## config.mk

```make
export PLATFORM = sky130hd
export DESIGN_NAME = scpad_tile_sequencer_flat
export DESIGN_NICKNAME = d
export VERILOG_FILES = /design/src/rtl/scpad_tile_sequencer_if.sv /design/src/rtl/scpad_tile_sequencer.sv /design/src/flat_wrapper.sv
export SDC_FILE = /design/constraint.sdc
export NUM_CORES = 1
export LEC_CHECK = 0
export ABC_CLOCK_PERIOD_IN_PS = 3800
export BUFFER_PORTS_ARGS = -buffer_cell sky130_fd_sc_hd__buf_4
export CAP_MARGIN = 15
export CORE_AREA = 2 2 263 265
export CTS_BUF_LIST = sky130_fd_sc_hd__clkbuf_4 sky130_fd_sc_hd__clkbuf_8 sky130_fd_sc_hd__clkbuf_16
export DETAILED_ROUTE_END_ITERATION = 10
export DIE_AREA = 0 0 265 267
export PLACE_DENSITY = 0.52
export SLEW_MARGIN = 10
export SYNTH_ARGS = -nofsm -noshare
export SYNTH_HDL_FRONTEND = slang
export SYNTH_SLANG_ARGS = --single-unit
```

## constraint.sdc

```tcl
create_clock -name CLK -period 3.8 [get_ports CLK]
set_input_delay 0.19 -clock CLK [delete_from_list [all_inputs] [get_ports CLK]]
set_output_delay 0.19 -clock CLK [all_outputs]
set_load 0.01 [all_outputs]
```

## src/rtl/scpad_tile_sequencer_if.sv

```systemverilog
// rtl/scpad_tile_sequencer_if.sv - descriptor request and SRAM beat stream bundle for the tile sequencer
interface scpad_tile_sequencer_if #(
    parameter int NUM_COLS      = 32,
    parameter int ROW_IDX_WIDTH = 14,
    parameter int COL_IDX_WIDTH = 5,
    parameter int MAX_DIM_WIDTH = 5
);
    logic                              req_valid;
    logic                              req_ready;
    logic [ROW_IDX_WIDTH-1:0]          req_base_row;
    logic [MAX_DIM_WIDTH-1:0]          req_rows_m1;
    logic [MAX_DIM_WIDTH-1:0]          req_cols_m1;
    logic                              req_transpose;
    logic                              req_write;

    logic                              out_valid;
    logic                              out_ready;
    logic                              out_write;
    logic [NUM_COLS*ROW_IDX_WIDTH-1:0] out_slot;
    logic [NUM_COLS*COL_IDX_WIDTH-1:0] out_shift;
    logic [NUM_COLS-1:0]               out_mask;
    logic [MAX_DIM_WIDTH-1:0]          out_beat;
    logic                              out_last;

    // master: frontend arbiter plus SRAM controller side; slave: the sequencer
    modport master (
        output req_valid, req_base_row, req_rows_m1, req_cols_m1, req_transpose, req_write,
        output out_ready,
        input  req_ready,
        input  out_valid, out_write, out_slot, out_shift, out_mask, out_beat, out_last
    );

    modport slave (
        input  req_valid, req_base_row, req_rows_m1, req_cols_m1, req_transpose, req_write,
        input  out_ready,
        output req_ready,
        output out_valid, out_write, out_slot, out_shift, out_mask, out_beat, out_last
    );
endinterface

```

## src/rtl/scpad_tile_sequencer.sv

```systemverilog
// rtl/scpad_tile_sequencer.sv - expands a tile descriptor into diagonally swizzled per-bank SRAM beats
module scpad_tile_sequencer #(
    parameter int NUM_COLS      = 32,
    parameter int ROW_IDX_WIDTH = 14,
    parameter int COL_IDX_WIDTH = 5,
    parameter int MAX_DIM_WIDTH = 5
) (
    input  logic                  CLK,
    input  logic                  nRST,
    scpad_tile_sequencer_if.slave bus,
    output logic                  busy,
    output logic                  done
);
    typedef enum logic {IDLE, ISSUE} state_t;

    state_t                   state;
    logic [ROW_IDX_WIDTH-1:0] base_row;
    logic [MAX_DIM_WIDTH-1:0] rows_m1;
    logic [MAX_DIM_WIDTH-1:0] cols_m1;
    logic                     transpose;
    logic                     write_q;
    logic [MAX_DIM_WIDTH-1:0] beat;
    logic                     done_q;

    logic                     issuing;
    logic [MAX_DIM_WIDTH-1:0] last_idx;
    logic                     last;
    logic [COL_IDX_WIDTH-1:0] beat_lane;

    assign issuing   = (state == ISSUE);
    assign last_idx  = transpose ? cols_m1 : rows_m1;
    assign last      = (beat == last_idx);
    assign beat_lane = COL_IDX_WIDTH'(beat);

    always_ff @(posedge CLK or negedge nRST) begin
        if (!nRST) begin
            state     <= IDLE;
            base_row  <= '0;
            rows_m1   <= '0;
            cols_m1   <= '0;
            transpose <= 1'b0;
            write_q   <= 1'b0;
            beat      <= '0;
            done_q    <= 1'b0;
        end else begin
            done_q <= 1'b0;
            case (state)
                IDLE: begin
                    if (bus.req_valid) begin
                        base_row  <= bus.req_base_row;
                        rows_m1   <= bus.req_rows_m1;
                        cols_m1   <= bus.req_cols_m1;
                        transpose <= bus.req_transpose;
                        write_q   <= bus.req_write;
                        beat      <= '0;
                        state     <= ISSUE;
                    end
                end
                ISSUE: begin
                    if (bus.out_ready) begin
                        if (last) begin
                            state  <= IDLE;
                            beat   <= '0;
                            done_q <= 1'b1;
                        end else begin
                            beat <= beat + 1'b1;
                        end
                    end
                end
                default: state <= IDLE;
            endcase
        end
    end

    logic [NUM_COLS*ROW_IDX_WIDTH-1:0] slot_v;
    logic [NUM_COLS*COL_IDX_WIDTH-1:0] shift_v;
    logic [NUM_COLS-1:0]               mask_v;

    // Bank b holds tile index (b - beat) along the swept axis because of the diagonal swizzle.
    for (genvar b = 0; b < NUM_COLS; b++) begin : g_bank
        logic [COL_IDX_WIDTH-1:0] lane;
        assign lane = COL_IDX_WIDTH'(b) - beat_lane;
        assign slot_v[b*ROW_IDX_WIDTH +: ROW_IDX_WIDTH] =
            transpose ? (base_row + ROW_IDX_WIDTH'(lane)) : (base_row + ROW_IDX_WIDTH'(beat));
        assign shift_v[b*COL_IDX_WIDTH +: COL_IDX_WIDTH] = lane;
        assign mask_v[b] =
            transpose ? (32'(lane) <= 32'(rows_m1)) : (32'(lane) <= 32'(cols_m1));
    end

    assign bus.req_ready = !issuing;
    assign bus.out_valid = issuing;
    assign bus.out_write = issuing & write_q;
    assign bus.out_slot  = issuing ? slot_v  : '0;
    assign bus.out_shift = issuing ? shift_v : '0;
    assign bus.out_mask  = issuing ? mask_v  : '0;
    assign bus.out_beat  = issuing ? beat    : '0;
    assign bus.out_last  = issuing & last;
    assign busy          = issuing;
    assign done          = done_q;
endmodule

```

## src/flat_wrapper.sv

```systemverilog
// flat-port wrapper written by rule: the top's interface ports become plain ports
module scpad_tile_sequencer_flat 
#(
    parameter int NUM_COLS      = 32,
    parameter int ROW_IDX_WIDTH = 14,
    parameter int COL_IDX_WIDTH = 5,
    parameter int MAX_DIM_WIDTH = 5
)
  (CLK, nRST, busy, done, bus_req_valid, bus_req_base_row, bus_req_rows_m1, bus_req_cols_m1, bus_req_transpose, bus_req_write, bus_out_ready, bus_req_ready, bus_out_valid, bus_out_write, bus_out_slot, bus_out_shift, bus_out_mask, bus_out_beat, bus_out_last);
  scpad_tile_sequencer_if #(.NUM_COLS(NUM_COLS), .ROW_IDX_WIDTH(ROW_IDX_WIDTH), .COL_IDX_WIDTH(COL_IDX_WIDTH), .MAX_DIM_WIDTH(MAX_DIM_WIDTH)) bus_i ();
  input  logic CLK;
  input  logic nRST;
  output logic busy;
  output logic done;
  input wire logic [$bits(bus_i.req_valid)-1:0] bus_req_valid;
  input wire logic [$bits(bus_i.req_base_row)-1:0] bus_req_base_row;
  input wire logic [$bits(bus_i.req_rows_m1)-1:0] bus_req_rows_m1;
  input wire logic [$bits(bus_i.req_cols_m1)-1:0] bus_req_cols_m1;
  input wire logic [$bits(bus_i.req_transpose)-1:0] bus_req_transpose;
  input wire logic [$bits(bus_i.req_write)-1:0] bus_req_write;
  input wire logic [$bits(bus_i.out_ready)-1:0] bus_out_ready;
  output wire logic [$bits(bus_i.req_ready)-1:0] bus_req_ready;
  output wire logic [$bits(bus_i.out_valid)-1:0] bus_out_valid;
  output wire logic [$bits(bus_i.out_write)-1:0] bus_out_write;
  output wire logic [$bits(bus_i.out_slot)-1:0] bus_out_slot;
  output wire logic [$bits(bus_i.out_shift)-1:0] bus_out_shift;
  output wire logic [$bits(bus_i.out_mask)-1:0] bus_out_mask;
  output wire logic [$bits(bus_i.out_beat)-1:0] bus_out_beat;
  output wire logic [$bits(bus_i.out_last)-1:0] bus_out_last;
  assign bus_i.req_valid = bus_req_valid;
  assign bus_i.req_base_row = bus_req_base_row;
  assign bus_i.req_rows_m1 = bus_req_rows_m1;
  assign bus_i.req_cols_m1 = bus_req_cols_m1;
  assign bus_i.req_transpose = bus_req_transpose;
  assign bus_i.req_write = bus_req_write;
  assign bus_i.out_ready = bus_out_ready;
  assign bus_req_ready = bus_i.req_ready;
  assign bus_out_valid = bus_i.out_valid;
  assign bus_out_write = bus_i.out_write;
  assign bus_out_slot = bus_i.out_slot;
  assign bus_out_shift = bus_i.out_shift;
  assign bus_out_mask = bus_i.out_mask;
  assign bus_out_beat = bus_i.out_beat;
  assign bus_out_last = bus_i.out_last;
  scpad_tile_sequencer #(.NUM_COLS(NUM_COLS), .ROW_IDX_WIDTH(ROW_IDX_WIDTH), .COL_IDX_WIDTH(COL_IDX_WIDTH), .MAX_DIM_WIDTH(MAX_DIM_WIDTH)) u_core (.CLK(CLK), .nRST(nRST), .bus(bus_i), .busy(busy), .done(done));
endmodule
```

==> summary.txt, run 1 <==
status: complete, no violations
vias in the first global route: 19900
post-route minimum period: 3.77 ns
most frequent cells in the layout: 873 x buf_4, 348 x a21oi_1, 194 x ha_1
top-area cell type share of the netlist area: 0.142
antenna violations before repair: 3
Synth Cell Area: 17500 sq um
# fillers: 7445
placed inst area: 23000 sq um
multiplexer area fraction after synthesis: 0.0274
Worst Skew: 0.00336 ns
Setup Crit Path Kind: reg -> out
prevailing post-synth register cell: dfrtp_1
setup violators final: 0
Reg clk slew, reported paths: 0.06 ns
most common library cell in the layout ignoring fill and taps: buf_4
total CTS buffers: 5
relative max-transition margin: 0.207
Setup TNS: 0 ns
compound-cell area share of the yosys netlist: 0.320
IO Count: 681
largest net degree at the start of global routing: 81
Starting Density: 0.258
FMAX: 0.265 GHz
first-pass GRT wire length: 139 mm
Synth async-reset ratio: 1.00
worst hold path class: in -> reg
global placer's final weighted congestion: 0.969
grt ovf: 0
Synth Instances: 2645
Placed Cells: 3980
Die Y: 267 um
Final ANT Viol Nets: 0
Slew Limit Fails: 0
Max Cap Violations: 0
Residual DRC: 0
Synth cell types: 68
register area share after synthesis: 0.0471
CP Data Arrival Time: 3.58 ns
final hold viol count: 0
area of the multi-input gates: 14400 sq um
synthesized area per cell: 6.63 sq um
adder-cell area share of the yosys netlist: 0.148
vias per inst: 5.50
Area Growth Syn to Fin: 34.1%
CTS tree: done
drt first pass iters: 6
CP required: 3.61 ns
Startpoint Class: flop
crit-path max FO: 9
CTS Buffer Depth: 2
Synthesis Warnings: 0
Syn Nets: 2879
xor/xnor share of the synthesized area: 0.0744
Design Area, Final: 23500 sq um
Worst-Margin Slew: 1.19 ns
unrepaired setup endpoints after global routing: true
Skew-Pair Late Insertion Delay: 0.28 ns
Iter 0 DRT Violations: 2226
dpl hpwl: 79.0 mm
period utilisation layout: 0.993
layout cells sized above 1: 0.316
drt total wl: 98.4 mm
worst setup margin: 0.0276 ns
core area: 68000 sq um
die width: 265 um
FF+latch count, synth: 33
dpl ws: -0.0219 ns
gr usage total: 0.260
Synth area leader: ha_1
Finished Layout Cells: 4004
simple-gate area share of the yosys netlist: 0.230
htree depth: 2
via count: 22000
IO Port Bufs: 680
row count: 96
Avg WL per Cell: 24.6 um
sequential cell area: 840 sq um
CTS Sinks: 33
final net count: 3353
Crit. End Element: primary output
largest family of logic cells by synthesized area: compound AO/OA/AOI/OAI gates
CTS root buffer: clkbuf_16
die area: 70800 sq um
Post-synth EDFFs: 0
largest cells by area after synthesis: ha_1 14%, a21oi_1 10%, buf_4 8.6%
-- through the flow --
stage               utilization  hold WS [ns]
finish                    0.346         0.131
global route              0.346         0.135
CTS                       0.341         0.127
detailed placement        0.338         0.195
global placement          0.338         0.209
floorplan                     -        -0.106
-- worst paths after layout --
path                                    start                   to  slack, ns  depth (start not counted)
min                        bus_req_rows_m1[1]    u_core.rows_m1[1]       0.13                          3
max                            u_core.beat[1]    bus_out_slot[335]       0.03                         12
min in group asynchronous                nRST  u_core.base_row[12]       0.43                          2
min reg2reg                    u_core.write_q       u_core.write_q       0.50                          1
max reg2reg                  u_core.transpose       u_core.beat[1]       1.10                          6
max in group asynchronous                nRST     u_core.transpose       2.96                          2
-- worst max-delay path: stages (launching register included) --
cell	delay [ns]
dfrtp_2	0.44
clkinvlp_4	0.20
buf_4	0.18
buf_4	0.16
ha_1	0.39
nand2b_1	0.23
a211oi_4	0.26
buf_12	0.16
o31ai_4	0.11
buf_4	0.24
or4_1	0.49
a21oi_1	0.24
buf_4	0.18
-- final cells by class --
class,count,area share
Sequential cell,33,0.0357
Multi-Input combinational cell,2104,0.611
Clock buffer,6,0.00590
Tap cell,882,0.0469
Inverter,95,0.0156
Timing Repair Buffer,880,0.284
Antenna cell,2,0.000213
Clock inverter,2,0.000585
-- routing by layer --
metal  routed length [um]  track usage
met5                   26            0
met4                 2890       0.0739
met3                 6950       0.0461
met2                47200        0.445
met1                41300        0.334
-- kinds of logic after synthesis --
group	count (synthesis)
AO/OA/AOI/OAI	903
XOR/XNOR	149
adder cells (fa/ha/maj)	204
buffers and inverters	508
flip-flops	33
multiplexers	46
AND/OR/NAND/NOR	802
-- sequential cells by signal (all words and copies together), names as in the netlist --
name and count:
u_core.cols_m1 5, u_core.write_q 1, u_core.bus.out_valid 1, u_core.base_row 14, u_core.done 1, u_core.rows_m1 5, u_core.transpose 1, u_core.beat 5
-- timing repair --
| action | in CTS | in global routing |
|---|---|---|
| hold buffers | 1 | 0 |
| endpoints found under the hold margin | 33 | 0 |
| buffers inserted | 0 | 11 |
| resized for setup | 16 | 50 |
| pin swaps | 1 | 7 |
| endpoints found under the setup margin | 87 | 131 |
| gates cloned | 0 | 0 |
-- cells in the mapped netlist (all sizes together), types with 9 or more instances --
master  instances
a211o          12
a211oi         64
a21o           30
a21oi         356
and2            9
and3b           9
and4           17
buf           253
clkbuf        160
dfrtp          33
ha            199
inv            94
mux2           16
mux2i          30
nand2         159
nand2b         11
nand3         120
nor2          193
nor2b          38
nor3          102
nor3b          28
nor4           30
nor4bb         12
o211ai         95
o21a           94
o21ai         154
o21bai         15
o31a           22
o31ai          19
or3            40
or4            10
xnor2          90
xor2           59
Power of run 1 is not shown: default switching activity piles up to over one toggle a cycle in this logic, so the estimate is an artifact.
==> inputs of run 2 (changes only) <==
--- a/config.mk
+++ b/config.mk
@@ -13,6 +13,7 @@
 export DETAILED_ROUTE_END_ITERATION = 10
 export DIE_AREA = 0 0 265 267
 export PLACE_DENSITY = 0.52
+export RECOVER_POWER = 25
 export SLEW_MARGIN = 10
 export SYNTH_ARGS = -nofsm -noshare
 export SYNTH_HDL_FRONTEND = slang
==> run 2 against run 1 <==
Net effect: the flow now finishes with violations (max-capacitance violations, max-slew violations); global-route usage unchanged; cell area barely moved; clock-buffer cell count is the same; fmax hardly changed; critical path depth unchanged; sequential share of layout area is essentially flat; routed wire length increased by 0.11%; setup slack worse by 0.0032 ns; hold slack better by 0.0020 ns; largest cell class unchanged; highest routed layer unchanged.
==> summary.txt, run 2 (synthesized netlist as in run 1, its figures left out) <==
Iter 0 DRT Violations: 2097 (-5.8%)
setup violators final: 0 (unchanged)
CTS tree: done
post-route minimum period: 3.78 ns (+0.00321 ns)
via count: 22000 (-0.21%)
dpl ws: -0.0219 ns (unchanged)
Avg WL per Cell: 24.6 um (+0.13%)
largest net degree at the start of global routing: 81 (unchanged)
relative max-transition margin: -0.468 (-0.675)
crit path from: u_core.beat[1]
reg2reg start: u_core.bus.out_valid
global placer's final weighted congestion: 0.969 (unchanged)
status: finished with violations
Crit. End Element: primary output
Slew Limit Fails: 67 (+67)
first-pass GRT wire length: 139 mm (unchanged)
Residual DRC: 0 (unchanged)
die area: 70800 sq um (unchanged)
WP buf/inv: 6 (unchanged)
row count: 96 (unchanged)
CTS root buffer: clkbuf_16
Skew-Pair Late Insertion Delay: 0.28 ns (about the same)
critical path's most frequent cell: buf_4
vias in the first global route: 19900 (unchanged)
failing checks: max-capacitance violations, max-slew violations
Worst-Margin Slew: 2.20 ns (+1.01 ns)
largest register by flop count: u_core.base_row
htree depth: 2 (unchanged)
slowest stage delay, CP: 0.49 ns (about the same)
placed inst area: 23000 sq um (unchanged)
number of cells on the worst reg-to-reg path: 5 (-1)
most common library cell in the layout ignoring fill and taps: buf_4
Max Cap Violations: 2 (+2)
total CTS buffers: 5 (unchanged)
worst hold path class: in -> reg
CTS Buffer Depth: 2 (unchanged)
antenna violations before repair: 3 (unchanged)
Crit Reg-Reg Endpoint: u_core.beat[2]
CP required: 3.61 ns (about the same)
Final ANT Viol Nets: 0 (unchanged)
CP Data Arrival Time: 3.59 ns (about the same)
layout cells sized above 1: 0.315 (-0.00128)
Reg clk slew, reported paths: 0.06 ns (about the same)
IO Count: 681 (unchanged)
Critical Path Sink: bus_out_slot[335]
Worst Skew: 0.00284 ns (-0.000519 ns)
Area Growth Syn to Fin: 34.0% (about the same)
vias per inst: 5.49 (-0.18%)
most frequent cells in the layout: 869 x buf_4, 348 x a21oi_1, 194 x ha_1
dpl hpwl: 79.0 mm (unchanged)
Startpoint Class: flop
CTS Sinks: 33 (unchanged)
max reg flops: 14 (unchanged)
flop2flop setup slack: 0.55 ns (-0.55 ns)
gr usage total: 0.260 (unchanged)
die width: 265 um (unchanged)
final net count: 3353 (unchanged)
crit-path cells: clkinvlp_4 -> buf_4 -> buf_4 -> ha_1 -> nand2b_1 -> a211oi_4 -> buf_12 -> o31ai_4 -> buf_4 -> or4_1 -> a21oi_1 -> buf_4
worst setup margin: 0.0244 ns (-0.00321 ns)
FMAX: 0.265 GHz (about the same)
period utilisation layout: 0.994 (about the same)
unrepaired setup endpoints after global routing: true
CP top delay family: buffers and inverters
drt total wl: 98.5 mm (+0.11%)
crit-path max FO: 9 (unchanged)
final hold viol count: 0 (unchanged)
Die Y: 267 um (unchanged)
CP Depth: 12 (unchanged)
grt ovf: 0 (unchanged)
core area: 68000 sq um (unchanged)
drt first pass iters: 5 (-1)
WHS Path Cells: 3 (unchanged)
Setup Crit Path Kind: reg -> out
IO Port Bufs: 680 (unchanged)
Starting Density: 0.258 (unchanged)
Worst path slowest cell: or4_1
Design Area, Final: 23500 sq um (about the same)
run 2: changes by cell type in the layout (fill, tap and decap cells not counted), sizes merged:
cell,delta
buf,-4
clkbuf,+4
diode,-1
run 2: worst register-to-register path, cell delays in order (launching register included):
cell and delay, ns:
dfrtp_2 0.47, clkbuf_1 1.50, nor2b_4 0.53, buf_4 0.35, a211oi_1 0.17, o21a_1 0.17
run 2: layout make-up:
cell class                      count  area [sq um]
Inverter                           95           368
Tap cell                          882          1100
Timing Repair Buffer              880          6670
Clock inverter                      2          13.8
Clock buffer                        6           139
Fill cell                        7448         44500
Multi-Input combinational cell   2104         14400
Antenna cell                        1          2.50
Sequential cell                    33           840
run 2: per-stage QoR:
step	hold slack (ns)	util	setup TNS [ns]	std cells
2_1_floorplan	-0.106	-	0	2645
6_report	0.133	0.346	0	4003
5_1_grt	0.135	0.346	-1.05	4003
3_3_place_gp	0.209	0.338	0	3980
3_5_place_dp	0.195	0.338	-0.0219	3980
4_1_cts	0.127	0.341	-0.0904	3989
run 2: repair_timing:
action,CTS,global route
resized for setup,16,50
hold endpoints to repair,33,0
setup endpoints to repair,87,131
hold buffers,1,0
pin swaps,1,7
setup buffers,0,11
run 2: how the worst min path moves through the flow:
| stage | from | endpoint | slack [ns] |
|---|---|---|---|
| floorplan | nRST | u_core.base_row[0] | -0.11 |
| global placement | nRST | u_core.base_row[12] | 0.21 |
| detailed placement | nRST | u_core.write_q | 0.20 |
| CTS | bus_req_base_row[1] | u_core.base_row[1] | 0.13 |
| global route | bus_req_write | u_core.write_q | 0.14 |
| finish | bus_req_rows_m1[1] | u_core.rows_m1[1] | 0.13 |
run 2: metal layers:
layer | up-vias | GRT usage | wire (um)
met5 | - | 0 | 26
met4 | 4 | 0.0739 | 2860
met3 | 119 | 0.0461 | 6830
met2 | 866 | 0.445 | 47300
met1 | 10600 | 0.334 | 41500
li1 | 10300 | - | -
Power of run 2 is left out for the same reason.
